File: src/rtl/hit_judge_if.sv
// Game-side signal bundle for hit_judge: mole/key events and game control
// in, judgement pulses, BCD scores and game_over out.
//   master : controllers / test driver (drive events, observe scores)
//   slave  : hit_judge (consume events, drive scores)
interface hit_judge_if #(
  parameter int unsigned POS_W = 4
);
  logic             start;
  logic             deathmatch;
  logic [5:0]       max_moles;
  logic             mole_valid;
  logic [POS_W-1:0] light_pos;
  logic             key_valid;
  logic [POS_W-1:0] key;
  logic             hit_pulse;
  logic             miss_pulse;
  logic [3:0]       hits_tens;
  logic [3:0]       hits_ones;
  logic [3:0]       miss_tens;
  logic [3:0]       miss_ones;
  logic [3:0]       moles_tens;
  logic [3:0]       moles_ones;
  logic             game_over;

  modport master (
    output start, deathmatch, max_moles, mole_valid, light_pos, key_valid, key,
    input  hit_pulse, miss_pulse, hits_tens, hits_ones, miss_tens, miss_ones,
           moles_tens, moles_ones, game_over
  );

  modport slave (
    input  start, deathmatch, max_moles, mole_valid, light_pos, key_valid, key,
    output hit_pulse, miss_pulse, hits_tens, hits_ones, miss_tens, miss_ones,
           moles_tens, moles_ones, game_over
  );
endinterface

File: src/rtl/hit_judge.sv
// Whack-a-mole scoring back end. Judges every presented mole exactly once as
// a hit or a miss, keeps saturating two-digit BCD hit/miss/mole counts and
// flags game_over on a deathmatch miss or when the mole limit is reached.
// Ports:
//   clk   : system clock
//   reset : synchronous, active-low
//   bus   : hit_judge_if.slave (game inputs, pulses, BCD scores, game_over)
module hit_judge #(
  parameter int unsigned NUM_HOLES = 9,
  parameter int unsigned POS_W     = 4
) (
  input  logic        clk,
  input  logic        reset,
  hit_judge_if.slave  bus
);

  typedef enum logic [2:0] {
    S_IDLE,
    S_WAIT_MOLE,
    S_MOLE_UP,
    S_JUDGED,
    S_OVER
  } state_e;

  state_e           state_q, state_d;
  logic [7:0]       hits_q, hits_d;     // {tens, ones}
  logic [7:0]       miss_q, miss_d;
  logic [7:0]       moles_q, moles_d;
  logic [5:0]       limit_q, limit_d;
  logic [POS_W-1:0] target_q, target_d;
  logic             hit_q, hit_d;
  logic             missp_q, missp_d;
  logic             over_q, over_d;

  logic             pos_ok_c;
  logic             key_hit_c;
  logic             limit_hit_c;
  logic [6:0]       moles_bin_c;

  // Two-digit BCD increment that sticks at 99.
  function automatic logic [7:0] bcd_inc(input logic [7:0] v);
    if (v == 8'h99)
      return v;
    else if (v[3:0] == 4'd9)
      return {v[7:4] + 4'd1, 4'd0};
    else
      return {v[7:4], v[3:0] + 4'd1};
  endfunction

  // Positions at or above NUM_HOLES are not real lights.
  assign pos_ok_c    = {1'b0, bus.light_pos} < (POS_W + 1)'(NUM_HOLES);
  assign key_hit_c   = bus.key_valid && (bus.key == target_q);
  // Mole count in binary; the count already includes the mole being judged.
  assign moles_bin_c = (7'(moles_q[7:4]) * 7'd10) + 7'(moles_q[3:0]);
  assign limit_hit_c = (limit_q != 6'd0) && (moles_bin_c == 7'(limit_q));

  // Next-state, counter and pulse logic.
  always_comb begin
    state_d  = state_q;
    hits_d   = hits_q;
    miss_d   = miss_q;
    moles_d  = moles_q;
    limit_d  = limit_q;
    target_d = target_q;
    hit_d    = 1'b0;
    missp_d  = 1'b0;

    case (state_q)
      S_IDLE: begin
        if (bus.start) begin
          state_d = S_WAIT_MOLE;
          hits_d  = 8'h00;
          miss_d  = 8'h00;
          moles_d = 8'h00;
          limit_d = bus.max_moles;
        end
      end

      S_WAIT_MOLE: begin
        if (!bus.start) begin
          state_d = S_IDLE;
        end else if (bus.mole_valid && pos_ok_c) begin
          target_d = bus.light_pos;
          moles_d  = bcd_inc(moles_q);
          state_d  = S_MOLE_UP;
        end
      end

      S_MOLE_UP: begin
        if (!bus.start) begin
          state_d = S_IDLE;
        end else if (bus.key_valid || !bus.mole_valid) begin
          // A key press wins over a simultaneous light-off.
          if (key_hit_c) begin
            hit_d  = 1'b1;
            hits_d = bcd_inc(hits_q);
          end else begin
            missp_d = 1'b1;
            miss_d  = bcd_inc(miss_q);
          end
          if ((bus.deathmatch && !key_hit_c) || limit_hit_c)
            state_d = S_OVER;
          else if (bus.mole_valid)
            state_d = S_JUDGED;
          else
            state_d = S_WAIT_MOLE;
        end
      end

      S_JUDGED: begin
        if (!bus.start)
          state_d = S_IDLE;
        else if (!bus.mole_valid)
          state_d = S_WAIT_MOLE;
      end

      S_OVER: begin
        state_d = S_OVER;
      end

      default: begin
        state_d = S_IDLE;
      end
    endcase

    over_d = (state_d == S_OVER);
  end

  // State and output registers.
  always_ff @(posedge clk) begin
    if (!reset) begin
      state_q  <= S_IDLE;
      hits_q   <= 8'h00;
      miss_q   <= 8'h00;
      moles_q  <= 8'h00;
      limit_q  <= 6'd0;
      target_q <= '0;
      hit_q    <= 1'b0;
      missp_q  <= 1'b0;
      over_q   <= 1'b0;
    end else begin
      state_q  <= state_d;
      hits_q   <= hits_d;
      miss_q   <= miss_d;
      moles_q  <= moles_d;
      limit_q  <= limit_d;
      target_q <= target_d;
      hit_q    <= hit_d;
      missp_q  <= missp_d;
      over_q   <= over_d;
    end
  end

  assign bus.hit_pulse  = hit_q;
  assign bus.miss_pulse = missp_q;
  assign bus.hits_tens  = hits_q[7:4];
  assign bus.hits_ones  = hits_q[3:0];
  assign bus.miss_tens  = miss_q[7:4];
  assign bus.miss_ones  = miss_q[3:0];
  assign bus.moles_tens = moles_q[7:4];
  assign bus.moles_ones = moles_q[3:0];
  assign bus.game_over  = over_q;

endmodule
File: src/flat_wrapper.sv
// flat-port wrapper written by rule: the top's interface ports become plain ports
module hit_judge_flat 
#(
  parameter int unsigned NUM_HOLES = 9,
  parameter int unsigned POS_W     = 4
)
  (clk, reset, bus_start, bus_deathmatch, bus_max_moles, bus_mole_valid, bus_light_pos, bus_key_valid, bus_key, bus_hit_pulse, bus_miss_pulse, bus_hits_tens, bus_hits_ones, bus_miss_tens, bus_miss_ones, bus_moles_tens, bus_moles_ones, bus_game_over);
  hit_judge_if #(.POS_W(POS_W)) bus_i ();
  input  logic clk;
  input  logic reset;
  input wire logic [$bits(bus_i.start)-1:0] bus_start;
  input wire logic [$bits(bus_i.deathmatch)-1:0] bus_deathmatch;
  input wire logic [$bits(bus_i.max_moles)-1:0] bus_max_moles;
  input wire logic [$bits(bus_i.mole_valid)-1:0] bus_mole_valid;
  input wire logic [$bits(bus_i.light_pos)-1:0] bus_light_pos;
  input wire logic [$bits(bus_i.key_valid)-1:0] bus_key_valid;
  input wire logic [$bits(bus_i.key)-1:0] bus_key;
  output wire logic [$bits(bus_i.hit_pulse)-1:0] bus_hit_pulse;
  output wire logic [$bits(bus_i.miss_pulse)-1:0] bus_miss_pulse;
  output wire logic [$bits(bus_i.hits_tens)-1:0] bus_hits_tens;
  output wire logic [$bits(bus_i.hits_ones)-1:0] bus_hits_ones;
  output wire logic [$bits(bus_i.miss_tens)-1:0] bus_miss_tens;
  output wire logic [$bits(bus_i.miss_ones)-1:0] bus_miss_ones;
  output wire logic [$bits(bus_i.moles_tens)-1:0] bus_moles_tens;
  output wire logic [$bits(bus_i.moles_ones)-1:0] bus_moles_ones;
  output wire logic [$bits(bus_i.game_over)-1:0] bus_game_over;
  assign bus_i.start = bus_start;
  assign bus_i.deathmatch = bus_deathmatch;
  assign bus_i.max_moles = bus_max_moles;
  assign bus_i.mole_valid = bus_mole_valid;
  assign bus_i.light_pos = bus_light_pos;
  assign bus_i.key_valid = bus_key_valid;
  assign bus_i.key = bus_key;
  assign bus_hit_pulse = bus_i.hit_pulse;
  assign bus_miss_pulse = bus_i.miss_pulse;
  assign bus_hits_tens = bus_i.hits_tens;
  assign bus_hits_ones = bus_i.hits_ones;
  assign bus_miss_tens = bus_i.miss_tens;
  assign bus_miss_ones = bus_i.miss_ones;
  assign bus_moles_tens = bus_i.moles_tens;
  assign bus_moles_ones = bus_i.moles_ones;
  assign bus_game_over = bus_i.game_over;
  hit_judge #(.NUM_HOLES(NUM_HOLES), .POS_W(POS_W)) u_core (.clk(clk), .reset(reset), .bus(bus_i));
endmodule
File: config.mk
export PLATFORM = sky130hd
export DESIGN_NAME = hit_judge_flat
export DESIGN_NICKNAME = d
export VERILOG_FILES = /design/src/rtl/hit_judge_if.sv /design/src/rtl/hit_judge.sv /design/src/flat_wrapper.sv
export SDC_FILE = /design/constraint.sdc
export NUM_CORES = 1
export LEC_CHECK = 0
export CAP_MARGIN = 10
export CORE_ASPECT_RATIO = 0.75
export CORE_MARGIN = 4
export CORE_UTILIZATION = 45
export CTS_CLUSTER_DIAMETER = 60
export DETAILED_ROUTE_END_ITERATION = 8
export GPL_TIMING_DRIVEN = 0
export PLACE_DENSITY = 0.8
export SYNTH_ARGS = -nofsm -noshare
export SYNTH_HDL_FRONTEND = slang
export SYNTH_SLANG_ARGS = --single-unit
File: constraint.sdc
create_clock -name clk -period 3 [get_ports clk]
set_input_delay 0.6 -clock clk [delete_from_list [all_inputs] [get_ports clk]]
set_output_delay 0.6 -clock clk [all_outputs]
set_load 0.01 [all_outputs]
==> flow_metrics.env <==
export IMPL_cp_slowest_cell="dfxtp_1"
export IMPL_path_common_cell="ha_1"
export IMPL_max_cap_violations=0
export IMPL_rsz0062_at_grt="false"
export IMPL_gr_usage_all_layers_pct=19.9
export IMPL_clk_path_buf_depth=2
export IMPL_slew_headroom_pct=58.3
export IMPL_synth_top_area_share_pct=32.5
export IMPL_synth_area_mm2=0.00247
export IMPL_holdCritPathClass="flip-flop to flip-flop"
export IMPL_num_rows=23
export IMPL_synthCells=289
export IMPL_nFillCells=482
export IMPL_regArea_um2=801
export IMPL_synth_edf_count=0
export IMPL_min_from="u_core.limit_q[4]"
export IMPL_dp_hpwl_mm=4.84
export IMPL_intPower_uw=922
export IMPL_max_clock_freq_mhz=393
export IMPL_setup_tns_ns=0
export IMPL_crit_required_ns=3.24
export IMPL_ys_ff_latch=40
export IMPL_multi_input_area_mm2=0.00158
export IMPL_area_growth_pct=27.3
export IMPL_syn_area_per_cell_um2=8.54
export IMPL_combinationalPowerShare_pct=10.8
export IMPL_fin_worst_skew_ns=0.00577
export IMPL_setup_viol_count_final=0
export IMPL_end_kind="flip-flop"
export IMPL_synth_main_ff_cell="dfxtp_1"
export IMPL_clk_latency_ns=0.29
export IMPL_drive_gt1_share_pct=5.57
export IMPL_max_slew_worst_pin_slew_ns=0.620
export IMPL_io_pins=47
export IMPL_placed_cells=409
export IMPL_gp_congestion=0.876
export IMPL_reg2reg_depth=8
export IMPL_ys_seq_area_share_pct=32.5
export IMPL_grt_pass1_vias=2230
export IMPL_finalCritPeriodShare_pct=84.7
export IMPL_critPathKind="flip-flop to flip-flop"
export IMPL_crit_buf_inv=1
export IMPL_switching_share_pct=23.0
export IMPL_clockRootBuffer="clkbuf_8"
export IMPL_worstHoldPathCells=2
export IMPL_cts_tree="yes"
export IMPL_yosysMostFrequentCell="dfxtp_1"
export IMPL_p_seq_share_pct=45.7
export IMPL_path_max_fanout=8
export IMPL_h_tree_depth=2
export IMPL_grt_overflow_total=0
export IMPL_path_cells="ha_1, ha_1, inv_1, fa_1, nor4b_1, xnor2_1, nor3_1, a21o_1"
export IMPL_port_buffer_count=45
export IMPL_viasPerCell=5.60
export IMPL_drtPass1Iterations=4
export IMPL_die_y_um=72.1
export IMPL_num_vias=2329
export IMPL_final_cells=416
export IMPL_wirelength_mm=6.39
export IMPL_reg2reg_slack_ns=0.46
export IMPL_synth_common_cells="dfxtp_1 (40), nand2_1 (28), nor2_1 (26)"
export IMPL_synth_largest_area_cell="dfxtp_1"
export IMPL_r2r_start="u_core.moles_q[5]"
export IMPL_worst_ep_arrival_time_ns=2.79
export IMPL_die_area_mm2=0.00674
export IMPL_grt_pass1_wl_mm=10.8
export IMPL_post_synth_num_cell_types=56
export IMPL_p_leak_uw=0.00119
export IMPL_drtIter0Drc=201
export IMPL_hold_viol=0
export IMPL_finalCriticalPeriod_ns=2.54
export IMPL_start_util_pct=46.3
export IMPL_die_x_um=93.5
export IMPL_power_density_mw_per_mm2=381
export IMPL_cts_buffers=5
export IMPL_clkTransAtPathRegs_ns=0.08
export IMPL_pwr_share_clk_pct=43.5
export IMPL_status="completed"
export IMPL_worstSetupStartpointType="flip-flop"
export IMPL_ctsResizeCount=0
export IMPL_drc=0
export IMPL_cts_sinks=40
export IMPL_wl_per_cell_um=15.4
export IMPL_switching_power_uw=275
export IMPL_antenna_found_initial=0
export IMPL_cts_setup_buffers=0
export IMPL_grt_max_degree=13
export IMPL_synthesis_yosys_warnings=0
export IMPL_synth_area_top_cells="dfxtp_1 (32%), ha_1 (9.1%), nand2_1 (4.3%)"
export IMPL_slew_viol_final=0
export IMPL_fin_nets=381
export IMPL_min_to="u_core.limit_q[4]"
export IMPL_diodes=0
export IMPL_core_area_mm2=0.00532
export IMPL_ctsHoldBuffers=0
export IMPL_syn_nets=329
export IMPL_synthArstFlopShare_pct=0
export IMPL_ir_worst_vdd_mv=0.223
export IMPL_postRouteAntennaNets=0
export IMPL_crit_path_start="u_core.moles_q[5]"
export IMPL_cpPeakStageDelay_ns=0.54
export IMPL_regToRegEndpoint="u_core.bus.game_over"
export IMPL_path_delay_family="adder cells"
## layout make-up
cell class	instances	share of cell area (%)
clock inverters	2	1.91
repair buffers	45	14.3
multi-input cells	230	50.3
plain buffers	7	1.31
flip-flops and latches	40	25.5
clock buffers	5	2.19
well taps	75	2.99
inverters	12	1.43
## placed cells by master, fill, tap and decap left out, drive strengths merged, types with 4 or more instances in the layout
cell type,synthesis,final
xnor2,10,10
o21ai,6,6
mux2i,8,8
inv,12,12
dfxtp,40,40
ha,18,18
nor3,12,12
and3,4,4
or3,5,5
nand3,16,16
nor2,26,26
clkbuf,4,9
clkdlybuf4s50,0,45
nand2b,6,6
nand3b,6,6
o31ai,4,4
nand2,28,28
xor2,5,5
a21oi,19,19
and3b,4,4
## worst max-delay path by stage
stage	cells past startpoint	endpoint	slack (ns)
finish	8	u_core.bus.game_over	0.46
CTS	8	u_core.bus.game_over	0.47
global route	6	u_core.moles_q[3]	0.26
detailed placement	6	u_core.moles_q[3]	0.26
floorplan	8	u_core.bus.game_over	0.64
global placement	5	u_core.hits_q[0]	0.30
## power by group through the flow
stage	clock network (uW)	logic, uW	registers, uW
floorplan	0	75.2	557
global placement	0	126	559
detailed placement	0	128	559
CTS	530	129	547
global route	551	143	548
finish	520	130	547
## registers in the layout, summed over array words and instances, names as in the netlist
signal / flops
u_core.moles_q: 8
u_core.bus.miss_pulse: 1
u_core.bus.hit_pulse: 1
u_core.hits_q: 8
u_core.limit_q: 6
u_core.bus.game_over: 1
u_core.miss_q: 8
u_core.state_q: 3
u_core.target_q: 4
## tightest hold or removal path, delay by kind of cell, from the launching register on
kind | cells | cell delay [ns]
compound gates | 1 | 0.05
simple gates | 1 | 0.06
flops | 1 | 0.33
## kinds of logic after synthesis
group	count (synthesis)	synth area share, %
simple gates	126	27.6
mux	8	3.25
flops	40	32.5
buf+inv	19	3.50
fa+ha+maj	20	10.8
compound gates	61	17.1
xor+xnor	15	5.32
## routing by layer
layer	track usage (%)	wire, um	up-vias
met5	0	0	-
met4	4.39	33	0
met3	4.97	455	4
met1	29.0	3080	1099
met2	29.8	2820	69
li1	-	-	1157
## per-stage QoR
stage | utilization [%] | total power [uW] | setup WS (ns) | hold WS (ns) | instance area (um^2)
finish | 59.0 | 1200 | 0.458 | 0.489 | 3140
CTS | 59.0 | 1210 | 0.474 | 0.488 | 3140
detailed placement | 56.6 | 688 | 0.262 | 0.478 | 3010
global route | 59.0 | 1240 | 0.264 | 0.513 | 3140
floorplan | - | 632 | 0.643 | 0.445 | 2470
global placement | 56.6 | 685 | 0.301 | 0.471 | 3010
(Power assumes the default switching activity.)
